**src/rtl/adder4_result_accum_if.sv**
```systemverilog
`default_nettype none
// ============================================================================
//  Module   : adder4_result_accum_if
//  Brief    : Result-in / batch-total-out handshake bundle for the accumulator
//  Revision : 1.0  initial release
// ============================================================================
interface adder4_result_accum_if #(
  parameter int ACC_W = 8
);
  logic             in_valid;
  logic             in_ready;
  logic [3:0]       in_sum;
  logic             in_c4;
  logic             out_valid;
  logic             out_ready;
  logic [ACC_W-1:0] out_acc;
  logic             out_ovf;
  logic [3:0]       out_cnt;

  modport master (
    output in_valid, in_sum, in_c4, out_ready,
    input  in_ready, out_valid, out_acc, out_ovf, out_cnt
  );

  modport slave (
    input  in_valid, in_sum, in_c4, out_ready,
    output in_ready, out_valid, out_acc, out_ovf, out_cnt
  );
endinterface
`default_nettype wire

```
**src/rtl/adder4_result_accum.sv**
```systemverilog
`default_nettype none
// ============================================================================
//  Module   : adder4_result_accum
//  Brief    : Sums COUNT 5-bit adder results into a wrapping batch total
//  Revision : 1.0  initial release
// ============================================================================
module adder4_result_accum #(
  parameter int COUNT = 4,
  parameter int ACC_W = 8
) (
  input  wire logic            clk,
  input  wire logic            rst,
  input  wire logic            clr,
  adder4_result_accum_if.slave bus
);

  localparam logic [0:0] ST_ACCUM = 1'b0;
  localparam logic [0:0] ST_HOLD  = 1'b1;
  localparam logic [3:0] CNT_LAST = 4'(COUNT - 1);

  logic [0:0]       state;
  logic [0:0]       state_nxt;
  logic [ACC_W-1:0] acc;
  logic             ovf;
  logic [3:0]       cnt;
  logic             accept;
  logic             last;
  logic             take;
  logic [ACC_W:0]   sum;

  assign accept = bus.in_valid && bus.in_ready;
  assign last   = (cnt == CNT_LAST);
  assign take   = (state == ST_HOLD) && bus.out_ready;
  // Extra top bit of the sum is the wrap indicator feeding the sticky flag.
  assign sum    = {1'b0, acc} + {{(ACC_W-4){1'b0}}, bus.in_c4, bus.in_sum};

  always_ff @(posedge clk) begin
    if (rst) begin
      state <= ST_ACCUM;
    end else begin
      state <= state_nxt;
    end
  end

  always_comb begin
    state_nxt = state;
    if (clr) begin
      state_nxt = ST_ACCUM;
    end else begin
      case (state)
        ST_ACCUM: if (accept && last) state_nxt = ST_HOLD;
        ST_HOLD:  if (bus.out_ready)  state_nxt = ST_ACCUM;
        default:  state_nxt = ST_ACCUM;
      endcase
    end
  end

  always_comb begin
    bus.in_ready  = (state == ST_ACCUM) && !rst;
    bus.out_valid = (state == ST_HOLD) && !rst;
  end

  always_ff @(posedge clk) begin
    if (rst || clr || take) begin
      acc <= '0;
      ovf <= 1'b0;
      cnt <= 4'd0;
    end else if (accept) begin
      acc <= sum[ACC_W-1:0];
      ovf <= ovf | sum[ACC_W];
      cnt <= cnt + 4'd1;
    end
  end

  assign bus.out_acc = acc;
  assign bus.out_ovf = ovf;
  assign bus.out_cnt = cnt;

endmodule
`default_nettype wire

```
**src/flat_wrapper.sv**
```systemverilog
// flat-port wrapper written by rule: the top's interface ports become plain ports
module adder4_result_accum_flat 
#(
  parameter int COUNT = 4,
  parameter int ACC_W = 8
)
  (clk, rst, clr, bus_in_valid, bus_in_sum, bus_in_c4, bus_out_ready, bus_in_ready, bus_out_valid, bus_out_acc, bus_out_ovf, bus_out_cnt);
  adder4_result_accum_if #(.ACC_W(ACC_W)) bus_i ();
  input  wire logic clk;
  input  wire logic rst;
  input  wire logic clr;
  input wire logic [$bits(bus_i.in_valid)-1:0] bus_in_valid;
  input wire logic [$bits(bus_i.in_sum)-1:0] bus_in_sum;
  input wire logic [$bits(bus_i.in_c4)-1:0] bus_in_c4;
  input wire logic [$bits(bus_i.out_ready)-1:0] bus_out_ready;
  output wire logic [$bits(bus_i.in_ready)-1:0] bus_in_ready;
  output wire logic [$bits(bus_i.out_valid)-1:0] bus_out_valid;
  output wire logic [$bits(bus_i.out_acc)-1:0] bus_out_acc;
  output wire logic [$bits(bus_i.out_ovf)-1:0] bus_out_ovf;
  output wire logic [$bits(bus_i.out_cnt)-1:0] bus_out_cnt;
  assign bus_i.in_valid = bus_in_valid;
  assign bus_i.in_sum = bus_in_sum;
  assign bus_i.in_c4 = bus_in_c4;
  assign bus_i.out_ready = bus_out_ready;
  assign bus_in_ready = bus_i.in_ready;
  assign bus_out_valid = bus_i.out_valid;
  assign bus_out_acc = bus_i.out_acc;
  assign bus_out_ovf = bus_i.out_ovf;
  assign bus_out_cnt = bus_i.out_cnt;
  adder4_result_accum #(.COUNT(COUNT), .ACC_W(ACC_W)) u_core (.clk(clk), .rst(rst), .clr(clr), .bus(bus_i));
endmodule
```
**config.mk**
```make
export PLATFORM = sky130hd
export DESIGN_NAME = adder4_result_accum_flat
export DESIGN_NICKNAME = d
export VERILOG_FILES = /design/src/rtl/adder4_result_accum_if.sv /design/src/rtl/adder4_result_accum.sv /design/src/flat_wrapper.sv
export SDC_FILE = /design/constraint.sdc
export NUM_CORES = 1
export LEC_CHECK = 0
export ABC_AREA = 1
export CAP_MARGIN = 20
export CORE_UTILIZATION = 50
export DETAILED_ROUTE_END_ITERATION = 8
export PLACE_DENSITY = 0.83
export SKIP_LAST_GASP = 1
export SLEW_MARGIN = 20
export SYNTH_ARGS = -nofsm -noshare
export SYNTH_HDL_FRONTEND = slang
export SYNTH_SLANG_ARGS = --single-unit
```
**constraint.sdc**
```tcl
create_clock -name clk -period 3.5 [get_ports clk]
set_input_delay 1.05 -clock clk [delete_from_list [all_inputs] [get_ports clk]]
set_output_delay 1.05 -clock clk [all_outputs]
set_load 0.03 [all_outputs]
```
# [Word-level counts from Yosys, hierarchy flattened]
# Cells that the tools add are included.
[op_classes] add_sub_neg=2 multipliers=0 div_mod_pow=0 order_cmp=0 n_eq_ne=1 shift=0 mux=3 n_bitwise=2 reduce_logical=9
[op_table] cell="$add A8 B5 Y9" count=1
[op_table] cell="$logic_and A1 B1 Y1" count=5
[op_table] cell="$add A4 B1 Y4 const B" count=1
[op_table] cell="$eq A4 B2 Y1 const B" count=1
[op_table] cell="$logic_or A1 B1 Y1" count=2
[op_table] cell="$mux W1" count=2
[op_table] cell="$pmux W1 S2" count=1
[op_table] cell="$reduce_or A2 Y1" count=1
[op_table] cell="$logic_not A1 Y1" count=1
[op_table] cell="$not A1 Y1" count=1
[op_table] cell="$or A1 B1 Y1" count=1
[totals] ff_bits=14 latch_bits=0 ram_bits=0 romBits=0 in_bits=10 out_inout_bits=15 word_cells=21 memories=0

# [Longest topological paths before layout]
[logic_depth] ltp_word=6 mapped_depth=11 depth_no_buf=11

# [Worst setup path after synthesis]
# Ideal clock, no wire load.
[synth_path] path_kind="input-to-output" from="in rst" to="out bus_out_valid" arrival_ps=1463 required_time_ps=2450 path_slack_ps=987 stages=1 n_path_buf=0 cell_sequence="nor2_1"
[synth_between] elab_chain_len=2
[synth_rtl] element="from (decl)" line="flat_wrapper.sv:10" text="input wire logic rst;"
[synth_rtl] element="$logic_not A1 Y1" line="adder4_result_accum.sv:60" text="bus.out_valid = (state == ST_HOLD) && !rst;"
[synth_rtl] element="$logic_and A1 B1 Y1" line="adder4_result_accum.sv:60"
[synth_rtl] element="to (decl)" line="flat_wrapper.sv:17" text="output wire logic [$bits(bus_i.out_valid)-1:0] bus_out_valid;"
# Every way passes these cells.

# [Worst setup path after layout]
[layout_path] from="in rst" to="out bus_in_ready"
[layout_between] elab_chain_len=2
[layout_rtl] element="$logic_not A1 Y1" line="adder4_result_accum.sv:59" text="bus.in_ready = (state == ST_ACCUM) && !rst;"
[layout_rtl] element="$logic_and A1 B1 Y1" line="adder4_result_accum.sv:59"
[layout_rtl] element="to (decl)" line="flat_wrapper.sv:16" text="output wire logic [$bits(bus_i.in_ready)-1:0] bus_in_ready;"
# Every way passes these cells.

==> flow_summary_export.csv <==
group,metric,value,unit
critical_path,required,2.45,ns
critical_path,r2r_cells,11,
final_layout,layout_common_cells,"27 x nand2_1, 24 x clkdlybuf4s50_1, 22 x nor2_1, 18 x inv_1, 14 x dfxtp_1",
pwr,ir_drop,0.000228,V
clock_tree,cts_resized,0,
clock_tree,post_cts_buffers,0,
die,die_w,44,microns
routing,drc,2,
critical_path,path_max_fanout,3,
die,rows,14,
final_layout,post-route-util,73.8,%
hold_path,min_to,"u_core.bus.out_ovf",
die,fp.dieH,44,microns
critical_path,slowest_delay,0.68,ns
hold_path,hold_class,"flop to flop",
final_layout,drive_gt1_share,11.4,%
clock_tree,cts_tree,"yes",
critical_path,crit_type,"input pin to output pin",
synthesis,async_reset_ff_share,0,%
synthesis,synthFlopType,"dfxtp_1",
grt,grt_max_degree,16,
clock_tree,cts.path.max_buffers,2,
critical_path,cp_cell_sequence,"clkdlybuf4s50_1 > nor2_4 > clkdlybuf4s50_1",
critical_path,critPathBufInv,2,
final_layout,final_nets,167,
sta,setup_violations,0,
sta,maxSlewHeadroom,78.9,%
run_status,violations,"design-rule violations",
place,place_hpwl,1360,microns
critical_path,cp.arrival,2.37,ns
routing,antenna_left,0,
sta,skew,0.00200,ns
clock_tree,clock-root-buffer,"clkbuf_4",
clock_tree,clkSlewWorstSetupHoldPaths,0.09,ns
grt,grt_pass1_wl,3050,microns
sta,finalHoldViolCount,0,
critical_path,slowest_stage,"clkdlybuf4s50_1",
synthesis,yosysWarnings,0,
critical_path,path_common_cell,"clkdlybuf4s50_1",
grt,gr-total-overflow,0,
grt,grt_pass1_vias,759,
pwr,p_leak,0.000508,uW
synthesis,ys_types,24,
sta,fmax,292,MHz
sta,min_period,3.42,ns
critical_path,critPathCaptureType,"output pin",
clock_tree,htree_levels,1,
clock_tree,cts_inserted_buffers,3,
routing,vias,842,
final_layout,diodes,0,
synthesis,yosysSeqAreaShare,31.8,%
routing,drt_iter0_drc,11,
sta,worstMarginPinSlew,0.316,ns
routing,viasPerCell,5.10,
final_layout,multi_input_area,510,sq um
critical_path,r2r-end,"u_core.bus.out_acc[4]",
die,io_pins,25,
final_layout,area.sequential,280,sq um
clock_tree,ctsHoldBuffers,0,
critical_path,critical_path.startpoint,"rst",
sta,tns,0,ns
pwr,powerDensity,298,nW/um^2
synthesis,synth_area_per_cell,7.23,sq um
die,core,1580,sq um
synthesis,synth_cells,122,
routing,wl_per_cell,10.8,microns
run_status,outcome,"complete, but fails checks",
flow_run,maxCapViolCount,0,
place,gp_congestion,0.797,
critical_path,crit_family,"buffers and inverters",
final_layout,final_cell_area,1160,sq um
grt,antenna_found_initial,0,
synthesis,ys_ff_latch,14,
place,io_buffers,24,
sta,fin_crit_sh,97.7,%
sta,rsz0062_at_grt,"no",
routing,first_pass_iters,8,
place,placed_cell_area,1130,sq um
synthesis,synth_edf_count,0,
synthesis,syn_nets,139,
critical_path,r2r-start,"u_core.bus.out_acc[0]",
final_layout,synthToLayoutAreaGrowth,31.9,%
routing,wl,1770,microns
final_layout,fill_cells,122,
die,initial_utilization,56.0,%
hold_path,min_from,"u_core.bus.out_ovf",
clock_tree,insertion_delay,0.28,ns
critical_path,rrSetupSlack,1.82,ns
die,fp.dieArea,1940,sq um
clock_tree,clock-sinks,14,
sta,slew_violations,0,
hold_path,hold_depth,2,
grt,grt_usage,21.3,%
critical_path,cp-start-kind,"input pin",
synthesis,syn_area,882,sq um
final_layout,layout_commonest_cell,"nand2_1",
routing by layer:
layer / wire, microns / global-route usage (%) / vias up
li1: - / - / 435
met1: 771 / 25.1 / 381
met2: 899 / 37.4 / 24
met3: 90 / 3.75 / 2
met4: 13 / 9.09 / 0
met5: 0 / 0 / -
worst max-delay path by stage:
| stage | slack (ns) | depth (start not counted) | end |
|---|---|---|---|
| 6_report | 0.08 | 3 | bus_in_ready |
| 5_1_grt | 0.03 | 3 | bus_in_ready |
| 4_1_cts | 0.07 | 3 | bus_in_ready |
| 3_5_place_dp | 0.08 | 3 | bus_in_ready |
| 3_3_place_gp | 0.1 | 3 | bus_in_ready |
| 2_1_floorplan | 0.99 | 1 | bus_out_valid |
flip-flops by register name (all words and copies together) (netlist names):
| register | flops |
|---|---|
| u_core.bus.out_cnt | 4 |
| u_core.bus.out_acc | 8 |
| u_core.bus.out_ovf | 1 |
| u_core.state | 1 |
where the power goes:
| group | internal, uW | total (uW) | switching [uW] |
|---|---|---|---|
| clock network | 63.3 | 120 | 57.1 |
| logic | 26.9 | 61.5 | 34.6 |
| registers | 162 | 165 | 2.63 |
| total | 252 | 346 | 94.4 |
cells in the mapped netlist (2+ instances only):
master / count / share of area (%)
a21oi_1: 6 / 3.4
nand4_1: 2 / 1.4
nand3_2: 2 / 2.3
nor2_1: 22 / 9.4
dfxtp_1: 14 / 32
a21oi_2: 2 / 2.0
ha_1: 6 / 8.5
or2_1: 2 / 1.4
nand3_1: 7 / 4.0
nand2_1: 27 / 11
inv_1: 18 / 7.7
o21ai_0: 2 / 1.1
layout make-up:
cell class	count	share of cell area, %
sequential	14	24.1
tap	16	1.72
multi-input combinational	88	43.9
clock buffer	4	3.12
inverter	19	6.56
timing repair buffer	24	20.6
stage by stage:
step,total power (uW),setup WS (ns),hold slack [ns],instances
after floorplan,208,0.987,0.518,122
after global placement,228,0.0962,0.463,161
after detailed placement,230,0.0766,0.472,161
after CTS,350,0.0712,0.499,165
after global routing,365,0.0283,0.536,165
final,346,0.0789,0.483,165
logic make-up after synthesis:
kind of cell    synth area share, %
simple gates                   38.9
buf+inv                        10.4
compound gates                 8.23
flops                          31.8
fa+ha+maj                      10.8
worst min-delay path, stage by stage, from the launching register on:
cell	delay [ns]
dfxtp_1	0.34
a21oi_1	0.04
nor2_1	0.07
Power figures use the tool's default switching activity.
